===== src/rtl/cnn_loader_pkg.sv =====
// rtl/cnn_loader_pkg.sv - shared encodings and constants for the instruction memory loader
package cnn_loader_pkg;

    typedef enum logic [2:0] {
        IDLE = 3'd0,
        HDR  = 3'd1,
        DATA = 3'd2,
        CKS  = 3'd3,
        DONE = 3'd4,
        ERR  = 3'd5
    } state_t;

    localparam int NIB_W = 4;

    // Bit positions of the loader signals on the spare pad bus io_in
    localparam int PAD_START   = 2;
    localparam int PAD_VALID   = 3;
    localparam int PAD_NIB_LSB = 4;

endpackage


===== src/rtl/imem_loader_if.sv =====
// rtl/imem_loader_if.sv - host nibble stream in, IMem write port and core control out
interface imem_loader_if
    import cnn_loader_pkg::*;
#(
    parameter int AW = 8,
    parameter int DW = 32
);
    logic             ld_start;
    logic             ld_valid;
    logic [NIB_W-1:0] ld_nib;
    logic             wr_en;
    logic [AW-1:0]    wr_addr;
    logic [DW-1:0]    wr_data;
    logic             busy;
    logic             cpu_run;
    logic             err;

    modport master (
        output ld_start, ld_valid, ld_nib,
        input  wr_en, wr_addr, wr_data, busy, cpu_run, err
    );

    modport slave (
        input  ld_start, ld_valid, ld_nib,
        output wr_en, wr_addr, wr_data, busy, cpu_run, err
    );
endinterface


===== src/rtl/imem_loader_nib_deser.sv =====
// rtl/imem_loader_nib_deser.sv - nibble shift register assembling DW-bit words, MS nibble first
module nib_deser
    import cnn_loader_pkg::*;
#(
    parameter int DW = 32
) (
    input  logic             clock,
    input  logic             reset,
    input  logic             clr,
    input  logic             shift_en,
    input  logic [NIB_W-1:0] nib,
    output logic [DW-1:0]    word,
    output logic             word_done
);
    localparam int NPW = DW / NIB_W;
    localparam int CW  = (NPW > 1) ? $clog2(NPW) : 1;

    // Only the first NPW-1 nibbles need storing; the last one arrives with word_done
    logic [DW-NIB_W-1:0] sh;
    logic [CW-1:0]       cnt;

    assign word      = {sh, nib};
    assign word_done = shift_en && (cnt == CW'(NPW - 1));

    // Shift in accepted nibbles and count position within the current word
    always_ff @(posedge clock) begin
        if (reset || clr) begin
            sh  <= '0;
            cnt <= '0;
        end else if (shift_en) begin
            sh  <= word[DW-NIB_W-1:0];
            cnt <= word_done ? '0 : cnt + 1'b1;
        end
    end
endmodule


===== src/rtl/imem_loader.sv =====
// rtl/imem_loader.sv - loads nibble-serial program into IMem, holds core until done; optional LOADER_CHECKSUM_EN
module imem_loader
    import cnn_loader_pkg::*;
#(
    parameter int AW = 8,
    parameter int DW = 32
) (
    input  logic         clock,
    input  logic         reset,
    imem_loader_if.slave bus
);
    state_t        state;
    logic          hi_seen;
    logic [7:0]    wc;
    logic [AW-1:0] word_cnt;
    logic [AW-1:0] wr_addr;
    logic [DW-1:0] wr_data;
    logic [DW-1:0] word;
    logic          wr_en;
    logic          busy;
    logic          cpu_run;
    logic          word_done;
    logic          start_ok;
    logic          shift_en;
    logic          last_word;
`ifdef LOADER_CHECKSUM_EN
    logic             err;
    logic [7:0]       sum;
    logic [NIB_W-1:0] hi_nib;
`endif

    assign start_ok  = bus.ld_start && (state == IDLE || state == DONE || state == ERR);
    assign shift_en  = (state == DATA) && bus.ld_valid;
    // WC of zero means a full 2^AW words, which the wrapping subtraction gives for free
    assign last_word = (word_cnt == AW'(wc) - AW'(1));

    nib_deser #(.DW(DW)) u_deser (
        .clock     (clock),
        .reset     (reset),
        .clr       (start_ok),
        .shift_en  (shift_en),
        .nib       (bus.ld_nib),
        .word      (word),
        .word_done (word_done)
    );

    // Session FSM, write port, address/word counters and checksum
    always_ff @(posedge clock) begin
        if (reset) begin
            state    <= IDLE;
            wr_en    <= 1'b0;
            wr_addr  <= '0;
            wr_data  <= '0;
            busy     <= 1'b0;
            cpu_run  <= 1'b0;
            hi_seen  <= 1'b0;
            wc       <= '0;
            word_cnt <= '0;
`ifdef LOADER_CHECKSUM_EN
            err      <= 1'b0;
            sum      <= '0;
            hi_nib   <= '0;
`endif
        end else begin
            wr_en <= 1'b0;
            if (wr_en) begin
                wr_addr <= wr_addr + 1'b1;
            end
            if (start_ok) begin
                state    <= HDR;
                busy     <= 1'b1;
                cpu_run  <= 1'b0;
                wr_addr  <= '0;
                word_cnt <= '0;
                hi_seen  <= 1'b0;
`ifdef LOADER_CHECKSUM_EN
                err      <= 1'b0;
                sum      <= '0;
`endif
            end else begin
                case (state)
                    HDR: begin
                        if (bus.ld_valid) begin
                            if (!hi_seen) begin
                                wc[7:4] <= bus.ld_nib;
                                hi_seen <= 1'b1;
                            end else begin
                                wc[3:0] <= bus.ld_nib;
                                hi_seen <= 1'b0;
                                state   <= DATA;
                            end
                        end
                    end
                    DATA: begin
`ifdef LOADER_CHECKSUM_EN
                        if (bus.ld_valid) begin
                            hi_seen <= !hi_seen;
                            if (hi_seen) begin
                                sum <= sum + {hi_nib, bus.ld_nib};
                            end else begin
                                hi_nib <= bus.ld_nib;
                            end
                        end
`endif
                        if (word_done) begin
                            wr_en    <= 1'b1;
                            wr_data  <= word;
                            word_cnt <= word_cnt + 1'b1;
                            if (last_word) begin
                                busy <= 1'b0;
`ifdef LOADER_CHECKSUM_EN
                                state <= CKS;
`else
                                state   <= DONE;
                                cpu_run <= 1'b1;
`endif
                            end
                        end
                    end
`ifdef LOADER_CHECKSUM_EN
                    CKS: begin
                        if (bus.ld_valid) begin
                            if (!hi_seen) begin
                                hi_nib  <= bus.ld_nib;
                                hi_seen <= 1'b1;
                            end else begin
                                hi_seen <= 1'b0;
                                if ({hi_nib, bus.ld_nib} == sum) begin
                                    state   <= DONE;
                                    cpu_run <= 1'b1;
                                end else begin
                                    state <= ERR;
                                    err   <= 1'b1;
                                end
                            end
                        end
                    end
`endif
                    default: begin
                    end
                endcase
            end
        end
    end

    assign bus.wr_en   = wr_en;
    assign bus.wr_addr = wr_addr;
    assign bus.wr_data = wr_data;
    assign bus.busy    = busy;
    assign bus.cpu_run = cpu_run;
`ifdef LOADER_CHECKSUM_EN
    assign bus.err     = err;
`else
    assign bus.err     = 1'b0;
`endif
endmodule


===== src/flat_wrapper.sv =====
// flat-port wrapper written by rule: the top's interface ports become plain ports
module imem_loader_flat import cnn_loader_pkg::*;
#(
    parameter int AW = 8,
    parameter int DW = 32
)
  (clock, reset, bus_ld_start, bus_ld_valid, bus_ld_nib, bus_wr_en, bus_wr_addr, bus_wr_data, bus_busy, bus_cpu_run, bus_err);
  imem_loader_if #(.AW(AW), .DW(DW)) bus_i ();
  input  logic clock;
  input  logic reset;
  input wire logic [$bits(bus_i.ld_start)-1:0] bus_ld_start;
  input wire logic [$bits(bus_i.ld_valid)-1:0] bus_ld_valid;
  input wire logic [$bits(bus_i.ld_nib)-1:0] bus_ld_nib;
  output wire logic [$bits(bus_i.wr_en)-1:0] bus_wr_en;
  output wire logic [$bits(bus_i.wr_addr)-1:0] bus_wr_addr;
  output wire logic [$bits(bus_i.wr_data)-1:0] bus_wr_data;
  output wire logic [$bits(bus_i.busy)-1:0] bus_busy;
  output wire logic [$bits(bus_i.cpu_run)-1:0] bus_cpu_run;
  output wire logic [$bits(bus_i.err)-1:0] bus_err;
  assign bus_i.ld_start = bus_ld_start;
  assign bus_i.ld_valid = bus_ld_valid;
  assign bus_i.ld_nib = bus_ld_nib;
  assign bus_wr_en = bus_i.wr_en;
  assign bus_wr_addr = bus_i.wr_addr;
  assign bus_wr_data = bus_i.wr_data;
  assign bus_busy = bus_i.busy;
  assign bus_cpu_run = bus_i.cpu_run;
  assign bus_err = bus_i.err;
  imem_loader #(.AW(AW), .DW(DW)) u_core (.clock(clock), .reset(reset), .bus(bus_i));
endmodule

===== config.mk =====
export PLATFORM = sky130hd
export DESIGN_NAME = imem_loader_flat
export DESIGN_NICKNAME = d
export VERILOG_FILES = /design/src/rtl/cnn_loader_pkg.sv /design/src/rtl/imem_loader_if.sv /design/src/rtl/imem_loader_nib_deser.sv /design/src/rtl/imem_loader.sv /design/src/flat_wrapper.sv
export SDC_FILE = /design/constraint.sdc
export NUM_CORES = 1
export LEC_CHECK = 0
export ABC_AREA = 1
export CORE_ASPECT_RATIO = 0.8
export CORE_MARGIN = 4
export CORE_UTILIZATION = 30
export CTS_BUF_LIST = sky130_fd_sc_hd__clkbuf_4 sky130_fd_sc_hd__clkbuf_8
export DETAILED_ROUTE_END_ITERATION = 10
export PLACE_DENSITY = 0.58
export SLEW_MARGIN = 20
export SYNTH_ARGS = -nofsm -noshare
export SYNTH_HDL_FRONTEND = slang
export SYNTH_HIERARCHICAL = 1
export SYNTH_SLANG_ARGS = --single-unit

===== constraint.sdc =====
create_clock -name clock -period 2.4 [get_ports clock]
set_input_delay 0.48 -clock clock [delete_from_list [all_inputs] [get_ports clock]]
set_output_delay 0.48 -clock clock [all_outputs]
set_load 0.05 [all_outputs]

## Word level (Yosys, flattened, before mapping)

Index checks and enable logic that the tools add are counted.

| cells by class | value |
|---|---|
| add/subtract/negate cells | 4 |
| equality and inequality tests | 14 |
| mux-type cells | 13 |
| bitwise logic cells | 3 |
| reduce and logical (&&, ||, !) cells | 23 |

Operator list:

| kind | number |
|---|---|
| 8-bit by 1-bit adder with 8-bit output, second input constant | 2 |
| 3-bit two-way mux | 5 |
| 5-bit AND reduction | 2 |
| 3-bit == test, second input constant | 3 |
| 3-bit AND reduction | 3 |
| 8-bit == test | 1 |
| 4-bit AND reduction | 2 |
| 2-bit nonzero test | 4 |
| 8-bit by 1-bit subtractor with 8-bit output, second input constant | 1 |
| 1-bit two-way mux | 7 |
| 3-bit by 2-bit != test with 1-bit output, second input constant | 2 |
| 3-bit != test, second input constant | 2 |
| 3-bit case mux with 2 select lines | 1 |
| 2-bit by 1-bit != test with 1-bit output, second input constant | 2 |
| 2-bit != test, second input constant | 2 |
| 2-bit AND reduction | 2 |
| 3-bit by 1-bit adder with 3-bit output, second input constant | 1 |
| 3-bit by 1-bit == test with 1-bit output, second input constant | 1 |
| 3-bit by 2-bit == test with 1-bit output, second input constant | 1 |
| 1-bit logical AND | 3 |
| 3-bit logical NOT | 1 |
| 1-bit logical OR | 3 |
| 1-bit NOT | 3 |
| 3-bit nonzero test | 1 |
| 2 further kinds | 2 |

| word-level totals | value |
|---|---|
| flip-flop bits (word level) | 94 |
| input bits | 8 |
| output and inout port bits | 44 |
| word-level logic and storage cells | 70 |

## Logic depth before layout (Yosys ltp)

Gate-level depths: netlist of run 1.

| logic depth | value |
|---|---|
| depth in word-level cells | 6 |
| depth in mapped cells | 14 |
| gate-level depth less buffers | 13 |

## Cells and area by module

The synthesis of run 1 kept the hierarchy.

By module, submodules not included:

| module | times used | cells each | area an instance (um^2) | seq. area each (um^2) |
|---|---|---|---|---|
| imem_loader | 1 | 360 | 2646.3 | 1261.2 |
| nib_deser | 1 | 147 | 1227.4 | 620.6 |

## Worst setup path before layout of run 1

No wires, ideal clock.

| timing | value |
|---|---|
| kind | input -> register |
| from | in bus_ld_valid |
| to | reg u_core.word_cnt[7] |
| library setup time | 0.116 ns |
| arrival | 1.790 ns |
| data required time | 2.284 ns |
| slack | 0.493 ns |
| stages on the path | 13 |
| path buffers | 2 |
| cells stage by stage | inv_1 nor2_1 buf_6 buf_6 nand2_1 inv_1 inv_1 nor2_4 nand4_1 nor3b_2 nand2_1 o21ai_1 a21oi_1 |

| between the ends | value |
|---|---|
| longest elaborated chain between the ends | 3 |

Ends and longest elaborated chain:

| element | RTL line | source |
|---|---|---|
| start, declared | flat_wrapper.sv:12 | `input wire logic [$bits(bus_i.ld_valid)-1:0] bus_ld_valid;` |
| 1-bit logical AND | imem_loader.sv:33 | `assign shift_en = (state == DATA) && bus.ld_valid;` |
| named net u_core.shift_en | imem_loader.sv:24 | `logic shift_en;` |
| 1-bit logical AND | imem_loader_nib_deser.sv:23 | `assign word_done = shift_en && (cnt == CW'(NPW - 1));` |
| named net u_core.word_done | imem_loader.sv:22 | `logic word_done;` |
| 2-bit AND reduction (no source line) | - |  |
| end signal, assigned | imem_loader.sv:108 | `word_cnt <= word_cnt + 1'b1;` |
| end, declared | imem_loader.sv:15 | `logic [AW-1:0] word_cnt;` |

The timed path passes the listed nets, and every way through them passes these cells.
A chain may end at the register's enable or synchronous reset.

## Final worst setup path of run 1

| timing | value |
|---|---|
| from | reg u_core.wr_en (netlist: u_core/bus.wr_en) |
| to | out bus_wr_en |

RTL lines:

| element | RTL line | source |
|---|---|---|
| start, declared | imem_loader.sv:19 | `logic wr_en;` |
| start signal, assigned | imem_loader.sv:51 | `wr_en <= 1'b0;` |
| start signal, assigned | imem_loader.sv:65 | `wr_en <= 1'b0;` |
| start signal, assigned | imem_loader.sv:106 | `wr_en <= 1'b1;` |
| end, declared | flat_wrapper.sv:14 | `output wire logic [$bits(bus_i.wr_en)-1:0] bus_wr_en;` |

No word-level cell between the ends.

==> impl_metrics.tcl, run 1 <==
set metrics [dict create \
    routed-via-count 3259 \
    detail-route-antenna-nets 0 \
    ctsHtreeMaxLevel 3 \
    number_of_pins_exceeding_their_max_slew_limit_in_the_final_report 0 \
    cts_sinks 94 \
    power_density_mw_per_mm2 634.0 \
    core-area_mm2 0.01239 \
    max_cap_violations 0 \
    setup_tns_ns 0 \
    outcome "finished, final reports clean" \
    period_minus_slack_ns 2.141 \
    effective_utilization_at_floorplan_pct 31.27 \
    rd_place_congestion 0.8211 \
    place.detailed.hpwl_um 6202 \
    slew_headroom_pct 66.39 \
    worst-slew-pin-transition_ns 0.5025 \
    final_cell_count_no_fill 724 \
    crit_buf_inv 1 \
    ctsHoldBuffers 0 \
    core.rowCount 36 \
    drtPass1Iterations 5 \
    syn-instance-count 507 \
    wl_per_cell_um 12.46 \
    critical-path-slowest-cell "clkdlybuf4s50_1" \
    first_pass_grt_wire_length_um 14920 \
    drc 0 \
    p_leak_nw 1.613 \
    maxClockFrequency_mhz 467.0 \
    syn-num-nets 520 \
    post_drt_via_cell_ratio 4.501 \
    crit_arrival_ns 1.66 \
    die_x_um 135.0 \
    num_ports 52 \
    first_global_vias 2985 \
    drt-total-wl_um 9018 \
    antenna-diode-count 0 \
    cp_launch_type "register" \
    drive_above_1_share_pct 9.222 \
    floorplan.die.height_um 109.6 \
    most_frequent_standard_cell_in_the_layout_excluding_fill_and_tap_cells "nand2_1" \
    count_of_final_hold_check_violations 0 \
    critical_path.max_fanout 6 \
    min_path_type "register to register" \
    fin_worst_skew_ns 0.01175 \
    setup_repair_after_global_routing_missed_its_margin "false" \
    dr.first_iter.drc_count 229 \
    number_of_buffers_on_the_longest_clock_path 2 \
    synthesis.area_per_instance_um2 7.640 \
    grt_overflow 0 \
    synth.largest_area_cell "dfxtp_1" \
    grt_antenna_before_repair 0 \
    tritoncts.num_buffers 9 \
    synth_area_mm2 0.003874 \
    post-route-util_pct 37.96 \
    post-route-period-util_pct 89.22 \
    port_buffers 50 \
    max-vdd-ir-drop_v 0.0002755 \
    design.die.area_mm2 0.01481 \
    filler_cell_count 1280 \
    mostFrequentLayoutCells "nand2_1 (177), dfxtp_1 (94), a21oi_1 (73), clkdlybuf4s50_1 (50)" \
    capturing_element_type_of_the_critical_path "output port" \
    synth_top_cell_area_share_pct 48.58 \
    cp_slowest_stage_delay_ns 0.85 \
    synth.ff_latch_count 94 \
    yosys_synthesis_warning_count 6 \
    worstSkewPairLatency_ns 0.36 \
    postCtsResizedCells 0 \
    layout.nets 561 \
    setup_viol 0 \
    synthToLayoutAreaGrowth_pct 21.38 \
    grt_max_degree 42 \
    critPathRequiredTime_ns 1.92 \
    cpLargestDelayFamily "buffers and inverters" \
    global_route.usage.total_pct 12.50 \
    synth_sequential_area_ratio_pct 48.58 \
    placed_cells 708 \
    cts_tree "done" \
    critical_path_class "register to output port" \
    cts_setup_buffers 0 \
    synth_cell_types 34 \
    cts-root-buf "clkbuf_8" \
    clkSlewWorstSetupHoldPaths_ns 0.09 \
    critical_path.cell_chain "clkdlybuf4s50_1" \
    ys_top_cells_by_area "dfxtp_1 (49%), nand2_1 (17%), a21oi_1 (9.4%)" \
]
==> registers in the layout (all words and copies together) (netlist names), 3 cells and up <==
| name | cells |
|---|---|
| u_core/state | 3 |
| u_core/word_cnt | 8 |
| u_core/wc | 8 |
| u_core/u_deser/sh | 28 |
| u_core/u_deser/cnt | 3 |
| u_core/bus.wr_data | 32 |
| u_core/bus.wr_addr | 8 |
==> layer usage <==
layer  vias to the layer above  routed length (um)  track usage [%]  part of all wire [%]
li1                       1695                   -                -                     -
met1                      1460                4845            18.84                    54
met3                         7                 531            3.477                   5.9
met2                        97                3562            17.34                    39
met4                         0                  78            3.309                  0.86
met5                         -                   0                0                     0
==> synth_stat cells, drive strengths merged <==
cell type  instances
a31oi              1
o21a               1
nand4              2
ha                 5
dfxtp             94
buf               20
nand3             11
mux2i              1
o21ai              9
clkbuf             7
or2                1
xnor2              4
nor2              35
a21oi             81
inv               34
nor3               6
a211oi             6
nand2            181
xor2               3
nand3b             2
conb               1
nor3b              2
==> stage by stage <==
stage          instance area [um^2]  power, W  worst slack, ns  hold slack (ns)
6_report                       4702  0.002981           0.2588           0.4651
5_1_grt                        4702  0.003097           0.1950           0.4873
4_1_cts                        4702  0.003034           0.2298           0.4679
3_5_place_dp                   4458  0.001755           0.1452           0.4525
3_3_place_gp                   4458  0.001755           0.1850           0.4497
2_1_floorplan                  3874  0.001714           0.4932           0.4390
==> path summary, 6_finish.rpt <==
check                                     start                                  to  slack, ns  depth (start not counted)
max reg2reg           u_core/wc[0]$_SDFFE_PP0P_        u_core/state[0]$_SDFFE_PP0P_       0.56                         12
max                 u_core/bus.wr_en$_SDFF_PP0_                           bus_wr_en       0.26                          1
min          u_core/bus.wr_data[8]$_SDFFE_PP0P_  u_core/bus.wr_data[8]$_SDFFE_PP0P_       0.47                          2
min reg2reg  u_core/bus.wr_data[8]$_SDFFE_PP0P_  u_core/bus.wr_data[8]$_SDFFE_PP0P_       0.47                          2
==> final cells by class <==
cell class              instances  area, um^2  share of cell area, %
repair buffers                 57       553.0                  11.76
clock buffers                   9       123.9                  2.634
flip-flops and latches         94        1882                  40.02
well taps                     171       214.0                  4.550
multi-input cells             352        1677                  35.66
clock inverters                 7       120.1                  2.555
inverters                      34       132.6                  2.821
==> logic make-up after synthesis <==
kind of cell	count (synthesis)	synth area share, %
fa+ha+maj	5	1.615
mux	1	0.2584
other cells	1	0.09681
simple gates	240	25.74
compound gates	98	13.92
xor+xnor	7	1.583
buf+inv	61	8.204
flops	94	48.58
==> report_power, final <==
group	switching [W]	internal (W)	leakage (nW)
combinational	0.0000984	0.0000451	0.736
clock	0.000565	0.000696	0.120
sequential	0.00000893	0.00157	0.758
total	0.000673	0.00231	1.61
No activity file was read; power rests on OpenSTA's default activity.
==> inputs of run 2 (changes only) <==
--- a/config.mk
+++ b/config.mk
@@ -12,8 +12,10 @@
 export CTS_BUF_LIST = sky130_fd_sc_hd__clkbuf_4 sky130_fd_sc_hd__clkbuf_8
 export DETAILED_ROUTE_END_ITERATION = 10
 export PLACE_DENSITY = 0.58
+export RECOVER_POWER = 100
 export SLEW_MARGIN = 20
 export SYNTH_ARGS = -nofsm -noshare
 export SYNTH_HDL_FRONTEND = slang
 export SYNTH_HIERARCHICAL = 1
 export SYNTH_SLANG_ARGS = --single-unit
+export TNS_END_PERCENT = 30
==> run 2 against run 1 <==
Final cell count unchanged. Highest routed layer unchanged. Power shrank 0.18%. Setup slack worse by 0.054 ns. Routed wire length fell by 0.39%. Final area is 0.85% lower.
==> impl_metrics.tcl, run 2 (synthesized netlist as in run 1, its figures left out) <==
set metrics [dict create \
    min_path_type "register to register" \
    cp_launch_type "register" \
    ctsHoldBuffers 0 \
    count_of_final_hold_check_violations 0 \
    drt-total-wl_um 8983 \
    place.detailed.hpwl_um 6202 \
    floorplan.die.height_um 109.6 \
    setup_tns_ns 0 \
    critical_path.max_fanout 6 \
    critical_path_class "register to output port" \
    capturing_element_type_of_the_critical_path "output port" \
    global_route.usage.total_pct 12.50 \
    number_of_pins_exceeding_their_max_slew_limit_in_the_final_report 0 \
    largestRegisters "u_core/bus.wr_data x32, u_core/u_deser/sh x28" \
    cts_sinks 94 \
    period_minus_slack_ns 2.195 \
    wl_per_cell_um 12.41 \
    tritoncts.num_buffers 9 \
    maxUsedRoutingLayer "met4" \
    dr_wl_met3_um 538 \
    register_containing_the_most_flip_flops_in_the_final_layout "u_core/bus.wr_data" \
    cp_slowest_stage_delay_ns 0.91 \
    max_cap_violations 0 \
    holdPathStages 2 \
    crit_buf_inv 1 \
    max-vdd-ir-drop_v 0.0002755 \
    ctsHtreeMaxLevel 3 \
    effective_utilization_at_floorplan_pct 31.27 \
    drive_above_1_share_pct 7.233 \
    post_dp_cell_area_mm2 0.004458 \
    num_ports 52 \
    synthToLayoutAreaGrowth_pct 20.35 \
    final_cell_count_no_fill 724 \
    routed-via-count 3221 \
    grt_antenna_before_repair 0 \
    maxClockFrequency_mhz 455.5 \
    cts_setup_buffers 0 \
    placed_cells 708 \
    most_frequent_standard_cell_in_the_layout_excluding_fill_and_tap_cells "nand2_1" \
    critical-path-slowest-cell "dlygate4sd3_1" \
    design.die.area_mm2 0.01481 \
    number_of_buffers_on_the_longest_clock_path 2 \
    grt_overflow 0 \
    crit-reg2reg-launch "u_core/u_deser/cnt[0]$_SDFFE_PP0P_" \
    setup_repair_after_global_routing_missed_its_margin "false" \
    crit-reg2reg-capture "u_core/word_cnt[7]$_SDFFE_PP0P_" \
    antenna-diode-count 0 \
    die_x_um 135.0 \
    critPathRequiredTime_ns 1.92 \
    drtPass1Iterations 5 \
    mostFrequentLayoutCells "nand2_1 (178), dfxtp_1 (94), a21oi_1 (76), dlygate4sd3_1 (44), nor2_1 (31)" \
    postCtsResizedCells 0 \
    setup_viol 0 \
    clkSlewWorstSetupHoldPaths_ns 0.09 \
    outcome "finished, final reports clean" \
    met2_wirelength_um 3598 \
    layout.nets 561 \
    reg2regPathDepth 11 \
    power_density_mw_per_mm2 638.3 \
    slew_headroom_pct 52.94 \
    post-route-util_pct 37.64 \
    worstSkewPairLatency_ns 0.36 \
    detail-route-antenna-nets 0 \
    crit_arrival_ns 1.72 \
    core.rowCount 36 \
    cts_tree "done" \
    final_instance_area_mm2 0.004662 \
    worst_hold_startpoint "u_core/bus.wr_data[8]$_SDFFE_PP0P_" \
    cts-root-buf "clkbuf_8" \
    post-route-period-util_pct 91.47 \
    worst-slew-pin-transition_ns 0.7060 \
    totalPowerFinal_w 0.002976 \
    hold_path_end "u_core/bus.wr_data[8]$_SDFFE_PP0P_" \
    fin_worst_skew_ns 0.01018 \
    largest_reg_flops 32 \
    critical_path.cell_chain "dlygate4sd3_1" \
    first_global_vias 2985 \
    dr.first_iter.drc_count 232 \
    r2r_slack_ns 0.54 \
    first_pass_grt_wire_length_um 14920 \
    core-area_mm2 0.01239 \
    grt_max_degree 42 \
    rd_place_congestion 0.8211 \
    cpLargestDelayFamily "buffers and inverters" \
    post_drt_via_cell_ratio 4.449 \
    wirelength_met1_um 4790 \
    port_buffers 50 \
    drc 0 \
    p_leak_nw 1.759 \
]
[run 2: cell count changes in the layout (fill, tap and decap cells not counted), sizes merged]
cell	before	now
clkdlybuf4s50	50	6
clkbuf	9	11
dlygate4sd3	0	44
buf	7	5
[run 2: worst max path at each step]
stage | startpoint | end | slack (ns) | depth (start not counted)
6_report | u_core/bus.wr_en$_SDFF_PP0_ | bus_wr_en | 0.20 | 1
3_5_place_dp | bus_ld_valid | u_core/word_cnt[7]$_SDFFE_PP0P_ | 0.15 | 12
4_1_cts | u_core/bus.wr_en$_SDFF_PP0_ | bus_wr_en | 0.23 | 1
3_3_place_gp | bus_ld_valid | u_core/word_cnt[7]$_SDFFE_PP0P_ | 0.18 | 12
2_1_floorplan | bus_ld_valid | u_core/word_cnt[7]$_SDFFE_PP0P_ | 0.49 | 13
5_1_grt | bus_ld_valid | u_core/word_cnt[7]$_SDFFE_PP0P_ | 0.11 | 12
[run 2: layer usage]
metal | vias to the layer above | global-route usage, %
li1 | 1698 | -
met1 | 1433 | 18.84
met2 | 85 | 17.34
met3 | 5 | 3.477
met4 | 0 | 3.309
met5 | - | 0
[run 2: stage by stage]
stage                     setup WS (ns)  hold slack, ns
final                            0.2048          0.4621
after global routing             0.1089          0.4821
after CTS                        0.2298          0.4679
after detailed placement         0.1452          0.4525
after global placement           0.1850          0.4497
after floorplan                  0.4932          0.4390
[run 2: where the power goes]
group | total, W | internal [W] | switching, W
clock | 0.00126 | 0.000696 | 0.000566
sequential | 0.00158 | 0.00157 | 0.00000865
combinational | 0.000137 | 0.0000423 | 0.0000952
total | 0.00298 | 0.00231 | 0.000670
[run 2: tightest hold or removal path, cell delays in order (launching register included)]
cell and delay (ns):
dfxtp_1 0.32, nand2_1 0.06, a21oi_1 0.05
[run 2: area by class of cell]
type,instances,area (um^2)
timing repair buffer,57,546.8
clock buffer,9,123.9
multi-input combinational,352,1643
fill,1289,7725
inverter,34,132.6
tap,171,214.0
clock inverter,7,120.1
sequential,94,1882
